[src/rtl/lsu_uncache_bridge_if.sv]
// lsu_uncache_bridge_if: LSU uncached read/write buses plus single-beat AXI4-lite channels.
interface lsu_uncache_bridge_if;
  logic [38:0]  lsu_busr_req;
  logic [65:0]  lsu_busr_rsp;
  logic [118:0] lsu_busw_req;
  logic         lsu_busw_rsp;
  logic [35:0]  axi_ar;
  logic         axi_ar_ready;
  logic [66:0]  axi_r;
  logic         axi_r_ready;
  logic [35:0]  axi_aw;
  logic         axi_aw_ready;
  logic [72:0]  axi_w;
  logic         axi_w_ready;
  logic [2:0]   axi_b;
  logic         axi_b_ready;
  logic         bus_err;
  modport slave (
    input  lsu_busr_req, lsu_busw_req, axi_ar_ready, axi_r, axi_aw_ready, axi_w_ready, axi_b,
    output lsu_busr_rsp, lsu_busw_rsp, axi_ar, axi_r_ready, axi_aw, axi_w, axi_b_ready, bus_err
  );
  modport master (
    output lsu_busr_req, lsu_busw_req, axi_ar_ready, axi_r, axi_aw_ready, axi_w_ready, axi_b,
    input  lsu_busr_rsp, lsu_busw_rsp, axi_ar, axi_r_ready, axi_aw, axi_w, axi_b_ready, bus_err
  );
endinterface

[src/rtl/lsu_uncache_bridge.sv]
// lsu_uncache_bridge: turns one LSU uncached load/store into one single-beat AXI4-lite transaction.
module lsu_uncache_bridge #(
  parameter bit STRB_MASK_EN = 1'b1
) (
  input logic clk,
  input logic rst_n,
  lsu_uncache_bridge_if.slave bus
);
  typedef enum logic [2:0] {IDLE, RD_A, RD_D, WR_A, WR_B} state_t;
  state_t      r_state, w_next;
  logic [31:0] r_addr;
  logic [2:0]  r_size;
  logic [63:0] r_wdata, r_re_data;
  logic [7:0]  r_wstrb;
  logic        r_aw_done, r_w_done, r_re_valid, r_bus_err;
  logic        w_r_req, w_w_req, w_r_rdy, w_w_rdy, w_rvalid, w_bvalid, w_awvalid, w_wvalid, w_unused;
  logic [31:0] w_raddr, w_waddr;
  logic [5:0]  w_rtype, w_wtype;
  logic [63:0] w_wdata_in, w_rdata;
  logic [7:0]  w_strb_in, w_wmask;
  logic [2:0]  w_wsize;
  logic [1:0]  w_rresp, w_bresp;
  function automatic logic [2:0] size_of(input logic [5:0] t);
    return t == 6'd0 ? 3'd0 : t == 6'd1 ? 3'd1 : t == 6'd3 ? 3'd2 : 3'd3;
  endfunction
  assign {w_raddr, w_rtype, w_r_req} = bus.lsu_busr_req;
  assign {w_waddr, w_wdata_in, w_wtype} = bus.lsu_busw_req[118:17];
  assign w_strb_in = bus.lsu_busw_req[8:1];
  assign w_w_req   = bus.lsu_busw_req[0];
  assign w_unused  = ^bus.lsu_busw_req[16:9];
  assign {w_rdata, w_rresp, w_rvalid} = bus.axi_r;
  assign {w_bresp, w_bvalid} = bus.axi_b;
  assign w_wsize   = size_of(w_wtype);
  assign w_wmask   = w_wsize == 3'd0 ? 8'h01 : w_wsize == 3'd1 ? 8'h03 : w_wsize == 3'd2 ? 8'h0f : 8'hff;
  assign w_awvalid = r_state == WR_A && !r_aw_done;
  assign w_wvalid  = r_state == WR_A && !r_w_done;
  assign bus.lsu_busr_rsp = {r_re_data, w_r_rdy, r_re_valid};
  assign bus.lsu_busw_rsp = w_w_rdy;
  assign bus.axi_ar       = {r_addr, r_size, r_state == RD_A};
  assign bus.axi_r_ready  = r_state == RD_D;
  assign bus.axi_aw       = {r_addr, r_size, w_awvalid};
  assign bus.axi_w        = {r_wdata, r_wstrb, w_wvalid};
  assign bus.axi_b_ready  = r_state == WR_B;
  assign bus.bus_err      = r_bus_err;
  always_ff @(posedge clk)
    r_state <= !rst_n ? IDLE : w_next;
  always_comb begin
    w_next  = r_state;
    w_r_rdy = 1'b0;
    w_w_rdy = 1'b0;
    case (r_state)
      IDLE: begin
        w_w_rdy = rst_n & w_w_req;
        w_r_rdy = rst_n & w_r_req & ~w_w_req;
        w_next  = w_w_req ? WR_A : w_r_req ? RD_A : IDLE;
      end
      RD_A:    w_next = bus.axi_ar_ready ? RD_D : RD_A;
      RD_D:    w_next = w_rvalid ? IDLE : RD_D;
      WR_A:    w_next = (r_aw_done | bus.axi_aw_ready) & (r_w_done | bus.axi_w_ready) ? WR_B : WR_A;
      WR_B:    w_next = w_bvalid ? IDLE : WR_B;
      default: w_next = IDLE;
    endcase
  end
  // payload is aligned once at capture so it stays stable for the whole handshake
  always_ff @(posedge clk) begin
    if (!rst_n) begin
      r_addr     <= '0;
      r_size     <= '0;
      r_wdata    <= '0;
      r_wstrb    <= '0;
      r_re_data  <= '0;
      r_re_valid <= 1'b0;
      r_bus_err  <= 1'b0;
      r_aw_done  <= 1'b0;
      r_w_done   <= 1'b0;
    end else begin
      r_re_valid <= r_state == RD_D && w_rvalid;
      r_bus_err  <= (r_state == RD_D && w_rvalid && w_rresp != 2'b00) ||
                    (r_state == WR_B && w_bvalid && w_bresp != 2'b00);
      if (r_state == RD_D && w_rvalid) r_re_data <= w_rdata >> {r_addr[2:0], 3'b000};
      if (r_state == IDLE && w_w_req) begin
        r_addr    <= w_waddr;
        r_size    <= w_wsize;
        r_wdata   <= w_wdata_in << {w_waddr[2:0], 3'b000};
        r_wstrb   <= (w_wmask << w_waddr[2:0]) & (STRB_MASK_EN ? w_strb_in : 8'hff);
        r_aw_done <= 1'b0;
        r_w_done  <= 1'b0;
      end else if (r_state == IDLE && w_r_req) begin
        r_addr <= w_raddr;
        r_size <= size_of(w_rtype);
      end
      if (w_awvalid && bus.axi_aw_ready) r_aw_done <= 1'b1;
      if (w_wvalid && bus.axi_w_ready) r_w_done <= 1'b1;
    end
  end
endmodule

[src/flat_wrapper.sv]
// flat-port wrapper written by rule: the top's interface ports become plain ports
module lsu_uncache_bridge_flat 
#(
  parameter bit STRB_MASK_EN = 1'b1
)
  (clk, rst_n, bus_lsu_busr_req, bus_lsu_busw_req, bus_axi_ar_ready, bus_axi_r, bus_axi_aw_ready, bus_axi_w_ready, bus_axi_b, bus_lsu_busr_rsp, bus_lsu_busw_rsp, bus_axi_ar, bus_axi_r_ready, bus_axi_aw, bus_axi_w, bus_axi_b_ready, bus_bus_err);
  lsu_uncache_bridge_if bus_i ();
  input logic clk;
  input logic rst_n;
  input wire logic [$bits(bus_i.lsu_busr_req)-1:0] bus_lsu_busr_req;
  input wire logic [$bits(bus_i.lsu_busw_req)-1:0] bus_lsu_busw_req;
  input wire logic [$bits(bus_i.axi_ar_ready)-1:0] bus_axi_ar_ready;
  input wire logic [$bits(bus_i.axi_r)-1:0] bus_axi_r;
  input wire logic [$bits(bus_i.axi_aw_ready)-1:0] bus_axi_aw_ready;
  input wire logic [$bits(bus_i.axi_w_ready)-1:0] bus_axi_w_ready;
  input wire logic [$bits(bus_i.axi_b)-1:0] bus_axi_b;
  output wire logic [$bits(bus_i.lsu_busr_rsp)-1:0] bus_lsu_busr_rsp;
  output wire logic [$bits(bus_i.lsu_busw_rsp)-1:0] bus_lsu_busw_rsp;
  output wire logic [$bits(bus_i.axi_ar)-1:0] bus_axi_ar;
  output wire logic [$bits(bus_i.axi_r_ready)-1:0] bus_axi_r_ready;
  output wire logic [$bits(bus_i.axi_aw)-1:0] bus_axi_aw;
  output wire logic [$bits(bus_i.axi_w)-1:0] bus_axi_w;
  output wire logic [$bits(bus_i.axi_b_ready)-1:0] bus_axi_b_ready;
  output wire logic [$bits(bus_i.bus_err)-1:0] bus_bus_err;
  assign bus_i.lsu_busr_req = bus_lsu_busr_req;
  assign bus_i.lsu_busw_req = bus_lsu_busw_req;
  assign bus_i.axi_ar_ready = bus_axi_ar_ready;
  assign bus_i.axi_r = bus_axi_r;
  assign bus_i.axi_aw_ready = bus_axi_aw_ready;
  assign bus_i.axi_w_ready = bus_axi_w_ready;
  assign bus_i.axi_b = bus_axi_b;
  assign bus_lsu_busr_rsp = bus_i.lsu_busr_rsp;
  assign bus_lsu_busw_rsp = bus_i.lsu_busw_rsp;
  assign bus_axi_ar = bus_i.axi_ar;
  assign bus_axi_r_ready = bus_i.axi_r_ready;
  assign bus_axi_aw = bus_i.axi_aw;
  assign bus_axi_w = bus_i.axi_w;
  assign bus_axi_b_ready = bus_i.axi_b_ready;
  assign bus_bus_err = bus_i.bus_err;
  lsu_uncache_bridge #(.STRB_MASK_EN(STRB_MASK_EN)) u_core (.clk(clk), .rst_n(rst_n), .bus(bus_i));
endmodule
[config.mk]
export PLATFORM = sky130hd
export DESIGN_NAME = lsu_uncache_bridge_flat
export DESIGN_NICKNAME = d
export VERILOG_FILES = /design/src/rtl/lsu_uncache_bridge_if.sv /design/src/rtl/lsu_uncache_bridge.sv /design/src/flat_wrapper.sv
export SDC_FILE = /design/constraint.sdc
export NUM_CORES = 1
export LEC_CHECK = 0
export BUFFER_PORTS_ARGS = -buffer_cell sky130_fd_sc_hd__buf_4
export CORE_AREA = 5 5 171 173
export CTS_BUF_LIST = sky130_fd_sc_hd__clkbuf_4
export DETAILED_ROUTE_END_ITERATION = 16
export DIE_AREA = 0 0 176 178
export PLACE_DENSITY = 0.66
export SETUP_SLACK_MARGIN = 0.2
export SLEW_MARGIN = 20
export SYNTH_ARGS = -nofsm -noshare
export SYNTH_HDL_FRONTEND = slang
export SYNTH_SLANG_ARGS = --single-unit
[constraint.sdc]
create_clock -name clk -period 1.6 [get_ports clk]
set_input_delay 0.32 -clock clk [delete_from_list [all_inputs] [get_ports clk]]
set_output_delay 0.32 -clock clk [all_outputs]
set_load 0.02 [all_outputs]
Yosys cells after proc, flatten, opt, wreduce, memory -nomap -nowiden
Cells that the tools add are included.

Equal/unequal tests: 10. Shift-type cells: 3. Mux-type cells: 25. Bitwise gates (word level): 8. Reduce and logical (&&, ||, !) cells: 22.

Operators by type and width (number): $mux 32 (2); $shl 64x6->64 (1); $shr 64x6->64 (1); $mux 3 (9); $mux 8 (3); $pmux 3 s5 (1); $eq 6x1->1 const B (2); $eq 6x2->1 const B (2); $logic_not 6->1 (2); $logic_and 1x1->1 (10); $reduce_bool 2->1 (5); $eq 3x2->1 const B (3); $and 8x8->8 (1); $mux 1 (8); $shl 8x3->8 (1); $eq 3x1->1 const B (2); $logic_not 3->1 (2); $and 1x1->1 (4); $mux 2 (2); $eq 3x3->1 const B (1); $logic_not 1->1 (2); $or 1x1->1 (2); $logic_or 1x1->1 (1); $not 1->1 (1).

Bits in registers: 178. Output and inout port bits: 215. Word-level logic and storage cells: 78.

Depth between registers and ports, before layout
Depth after elaboration: 10. Depth in mapped cells: 7. Mapped depth without buffers: 5.

Least setup slack after synthesis
OpenSTA, ideal clock, no wires.

Kind: register -> register. Start point: register u_core.r_addr[0]. End point: register u_core.r_re_data[3]. Arrival time: 1767 ps. Required time: 1483 ps. Path slack: -284 ps. Cell stages (with the launch flop): 7. Buffers on the path: 3. Clock period less this slack: 1884 ps. Cell sequence: dfxtp_1 -> buf_2 -> buf_2 -> buf_2 -> mux4_2 -> o22ai_1 -> nor2_1.

Longest elaborated chain between the ends: 1.

RTL lines: start: declaration (line lsu_uncache_bridge.sv:11) `logic [31:0] r_addr;`; start signal: assignment (line lsu_uncache_bridge.sv:82) `r_addr <= w_waddr;`; start signal: assignment (line lsu_uncache_bridge.sv:89) `r_addr <= w_raddr;`; $shr 64x6->64 (line lsu_uncache_bridge.sv:80) `if (r_state == RD_D && w_rvalid) r_re_data <= w_rdata >> {r_addr[2:0], 3'b000};`; end signal: assignment (line lsu_uncache_bridge.sv:80); end: declaration (line lsu_uncache_bridge.sv:13) `logic [63:0] r_wdata, r_re_data;`.

No other way between the ends. A chain may end at the register's enable or synchronous reset.

Final worst setup path
Start point: register u_core.r_state[2]. End point: output port bus_lsu_busw_rsp.

Longest elaborated chain between the ends: 2.

RTL lines: start: declaration (line lsu_uncache_bridge.sv:10) `state_t r_state, w_next;`; start signal: assignment (line lsu_uncache_bridge.sv:46) `r_state <= !rst_n ? IDLE : w_next;`; $logic_not 3->1 (line lsu_uncache_bridge.sv:51) `case (r_state)`; $mux 1 (line lsu_uncache_bridge.sv:51); end: declaration (line flat_wrapper.sv:18) `output wire logic [$bits(bus_i.lsu_busw_rsp)-1:0] bus_lsu_busw_rsp;`.

No other way between the ends.

==> results by group <==
Placed design
  – Pre-CTS setup slack: -0.2959 ns
  – I/O Buffers: 437
  – Final Wtd Congestion: 0.9767
  – HPWL after DPL: 35690 microns

Yosys
  – Post-Synth Simple-Gate Area: 13.72%
  – Syn Inst Count: 1122
  – Ys async rst share: 0%
  – XOR/XNOR Fraction of Synth Area: 0.08932%
  – Register area share after synthesis: 36.14%
  – Top FF cell, synth: dfxtp_1
  – Synthesis-stage register bit count: 177
  – Mux contribution to synthesized area: 20.73%
  – Mean Syn Cell Area: 8.739 sq um
  – Adder-Cell Fraction of Synth Area: 0%
  – Cell variety after synth: 52
  – EDFF count, synth: 0
  – Compound-Gate Fraction of Synth Area: 21.37%
  – Synth area leader: dfxtp_1
  – Syn Std Cell Area: 9806 sq um
  – Share of the synthesized area in the top cell type: 36.14%
  – Main combinational cell family by area after synthesis: compound AO/OA/AOI/OAI gates
  – Ys Warns: 0
  – Ranking of synthesized cells by area: dfxtp_1, mux2i_1, mux4_2

Route
  – Post-Route WL: 49780 microns
  – Post-route DRC: 0
  – DR vias: 11660
  – Drt initial violations: 865
  – DRT antenna net count: 0
  – Drt first pass iters: 5
  – Drt via density: 5.721
  – Mean routed wirelength per cell: 24.43 microns

Finish
  – Seq. cell area: 3586 sq um
  – Share of cells above drive strength 1: 55.56%
  – Nets: 1911
  – Fill count: 2244
  – Synthesis-to-finish area growth: 79.04%
  – Multi-input gate area: 6759 sq um

Global route
  – Grt total ovfl: 0
  – Vias in the first global route: 11360
  – First-pass GRT wire length: 69950 microns
  – Largest net degree at the start of global routing: 37
  – Initial antenna violation count: 2
  – GRT Total Usage: 29.17%

STA
  – Fin. Hold Viols: 0
  – Slew HR: 56.34%
  – RSZ-0062 raised after global routing: true
  – Final setup vio count: 175
  – Max-slew violation count: 0
  – WHS: 0.02610 ns
  – Fin crit share: 134.6%
  – Worst-Margin Slew: 0.6367 ns
  – Fmax: 464.2 MHz
  – Setup Skew: 0.03037 ns
  – Final min period: 2.154 ns
  – Fin worst setup slack: -0.5542 ns

Power
  – Sw frac: 37.09%
  – Sequential power share: 34.1%
  – Peak VDD IR: 0.5235 mV
  – Power Density: 855.0 nW/um^2
  – Switch Pwr: 5.568 mW
  – Static Leak: 7.563 nW
  – Comb pwr share: 45.1%
  – Clock share of power: 20.9%
  – Total power: 15.01 mW
  – Power Internal: 9.442 mW

Clocking
  – Clock Sinks: 177
  – Root Driver: clkbuf_4
  – CTS Buffer Depth: 2
  – CTS Buf Count: 17
  – Worst-path clk slew: 0.18 ns
  – # H-tree levels: 4
  – Skew-Pair Late Insertion Delay: 0.59 ns
  – CTS tree: built

Floorplanning
  – I/O pin cnt: 448
  – Die width: 176 microns
  – DIE AREA: 31330 sq um
  – Initial Utilization: 35.69%
  – Die Y: 178 microns
  – Row count: 61
  – Core area: 27480 sq um

Status
  – Status: complete, but fails checks
  – Violated checks: negative setup slack

Worst setup path
  – Crit end category: output port
  – Crit path required time: 1.28 ns
  – Critical path peak fanout: 2
  – Worst Setup Path Type: reg -> out
  – Crit path arrival time: 1.83 ns
  – CP startpoint kind: flop

Job
  – Max_cap viols: 0

Min path
  – Hold crit path type: in -> reg
## Yosys cell counts (all sizes together), types with 2 or more instances
| master | count |
|---|---|
| nor4 | 5 |
| and3 | 2 |
| buf | 83 |
| o2bb2ai | 12 |
| inv | 7 |
| a21oi | 78 |
| and2 | 6 |
| mux2i | 139 |
| clkbuf | 63 |
| a222oi | 2 |
| nand2 | 92 |
| a31oi | 19 |
| o31ai | 2 |
| o22ai | 20 |
| a22oi | 57 |
| mux4 | 25 |
| o21ai | 75 |
| nor2 | 127 |
| or4b | 3 |
| o221ai | 25 |
| nor2b | 7 |
| nor3b | 6 |
| o211ai | 3 |
| nor3 | 18 |
| mux2 | 7 |
| a32oi | 11 |
| nand3 | 2 |
| or4 | 3 |
| or2 | 3 |
| a211oi | 3 |
| nand2b | 15 |
| dfxtp | 177 |
| a221oi | 11 |
## through the flow
stage                     util [%]  setup TNS, ns  area [sq um]  cells
after floorplan                  -        -0.3722         10310   1123
after global placement       52.13         -8.077         14320   1891
after detailed placement     52.13         -9.897         14320   1891
after CTS                    60.61         -34.97         16650   2007
after global routing         63.89         -56.84         17560   2038
final                        63.89         -44.50         17560   2038
## cell usage in the layout (no fill, tap or decap), drive strengths merged, types with 11 or more instances in the layout
master,n
a21oi,78
buf,647
dfxtp,177
nand2,93
a32oi,11
clkbuf,27
o22ai,20
o21ai,75
a31oi,19
inv,12
nor2,127
o2bb2ai,12
dlygate4sd3,23
mux4,25
o221ai,25
nor3,18
nand2b,15
a221oi,11
a22oi,57
mux2i,139
## power by group through the flow
stage / Combinational (mW) / Sequential [mW] / Clock [mW]
after floorplan: 2.48 / 5.49 / 0
after global placement: 4.97 / 5.15 / 0
after detailed placement: 5.01 / 5.16 / 0
after CTS: 6.22 / 5.08 / 3.16
after global routing: 7.08 / 5.15 / 3.33
final: 6.76 / 5.11 / 3.13
## timing repair
| item | 4_1_cts | 5_1_grt |
|---|---|---|
| gates resized for setup | 249 | 117 |
| cloned | 16 | 10 |
| endpoints found under the hold margin | 21 | 1 |
| pin swaps | 88 | 80 |
| hold buffers | 22 | 1 |
| endpoints found under the setup margin | 386 | 389 |
| setup buffers | 47 | 18 |
## final cells by class
type	count	share of cell area, %
multi-input cells	794	38.50
repair buffers	681	36.48
flip-flops and latches	177	20.43
well taps	346	2.466
clock inverters	13	1.147
clock buffers	18	0.7697
inverters	7	0.1782
diodes	2	0.02851
## critical path: stages (launching register included)
cell and delay [ns]:
dfxtp_2 0.35, buf_6 0.11, nor4b_4 0.19, buf_4 0.17, buf_12 0.10, buf_12 0.10, nand2_8 0.05, inv_4 0.06
buf_6 0.12
## worst paths after layout
kind	end	start	cells past startpoint	slack, ns
hold / removal	u_core.r_addr[23]$_SDFFE_PN0P_	bus_lsu_busw_req[110]	3	0.03
setup / recovery	bus_lsu_busw_rsp	u_core.r_state[2]$_SDFF_PN0_	8	-0.55
setup reg to reg	u_core.r_addr[1]$_SDFFE_PN0P_	u_core.r_state[2]$_SDFF_PN0_	14	-0.54
hold reg to reg	u_core.r_re_data[40]$_SDFFE_PN0P_	u_core.r_re_data[40]$_SDFFE_PN0P_	2	0.47
## flip-flops by register name (all words and copies together), names as in the netlist
| register | cells |
|---|---|
| u_core.r_re_data | 64 |
| u_core.r_wdata | 64 |
| u_core.r_addr | 32 |
| u_core.r_wstrb | 8 |
| u_core.r_state | 3 |
| u_core.r_size | 2 |
| u_core.bus.bus_err | 1 |
| u_core.r_aw_done | 1 |
| u_core.r_re_valid | 1 |
| u_core.r_w_done | 1 |
## routing by layer
metal  share of wire (%)  GRT usage [%]  up-vias  routed length (microns)
li1                    -              -     5235                        -
met1                  38          35.41     5685                    18960
met2                  49          49.78      635                    24580
met3                 9.0          8.203      105                     4473
met4                 3.6          10.30        0                     1770
met5                   0              0        -                        0
## kinds of logic (layout without fill, tap and decap cells)
kind of cell / after synthesis / count (layout)
buffers and inverters: 153 / 719
xor gates and xnor gates: 1 / 1
DFF: 177 / 177
and+or+nand+nor: 294 / 295
AOI/OAI and AO/OA: 325 / 325
muxes: 171 / 171
other: 1 / 4
(Power assumes the default switching activity.)
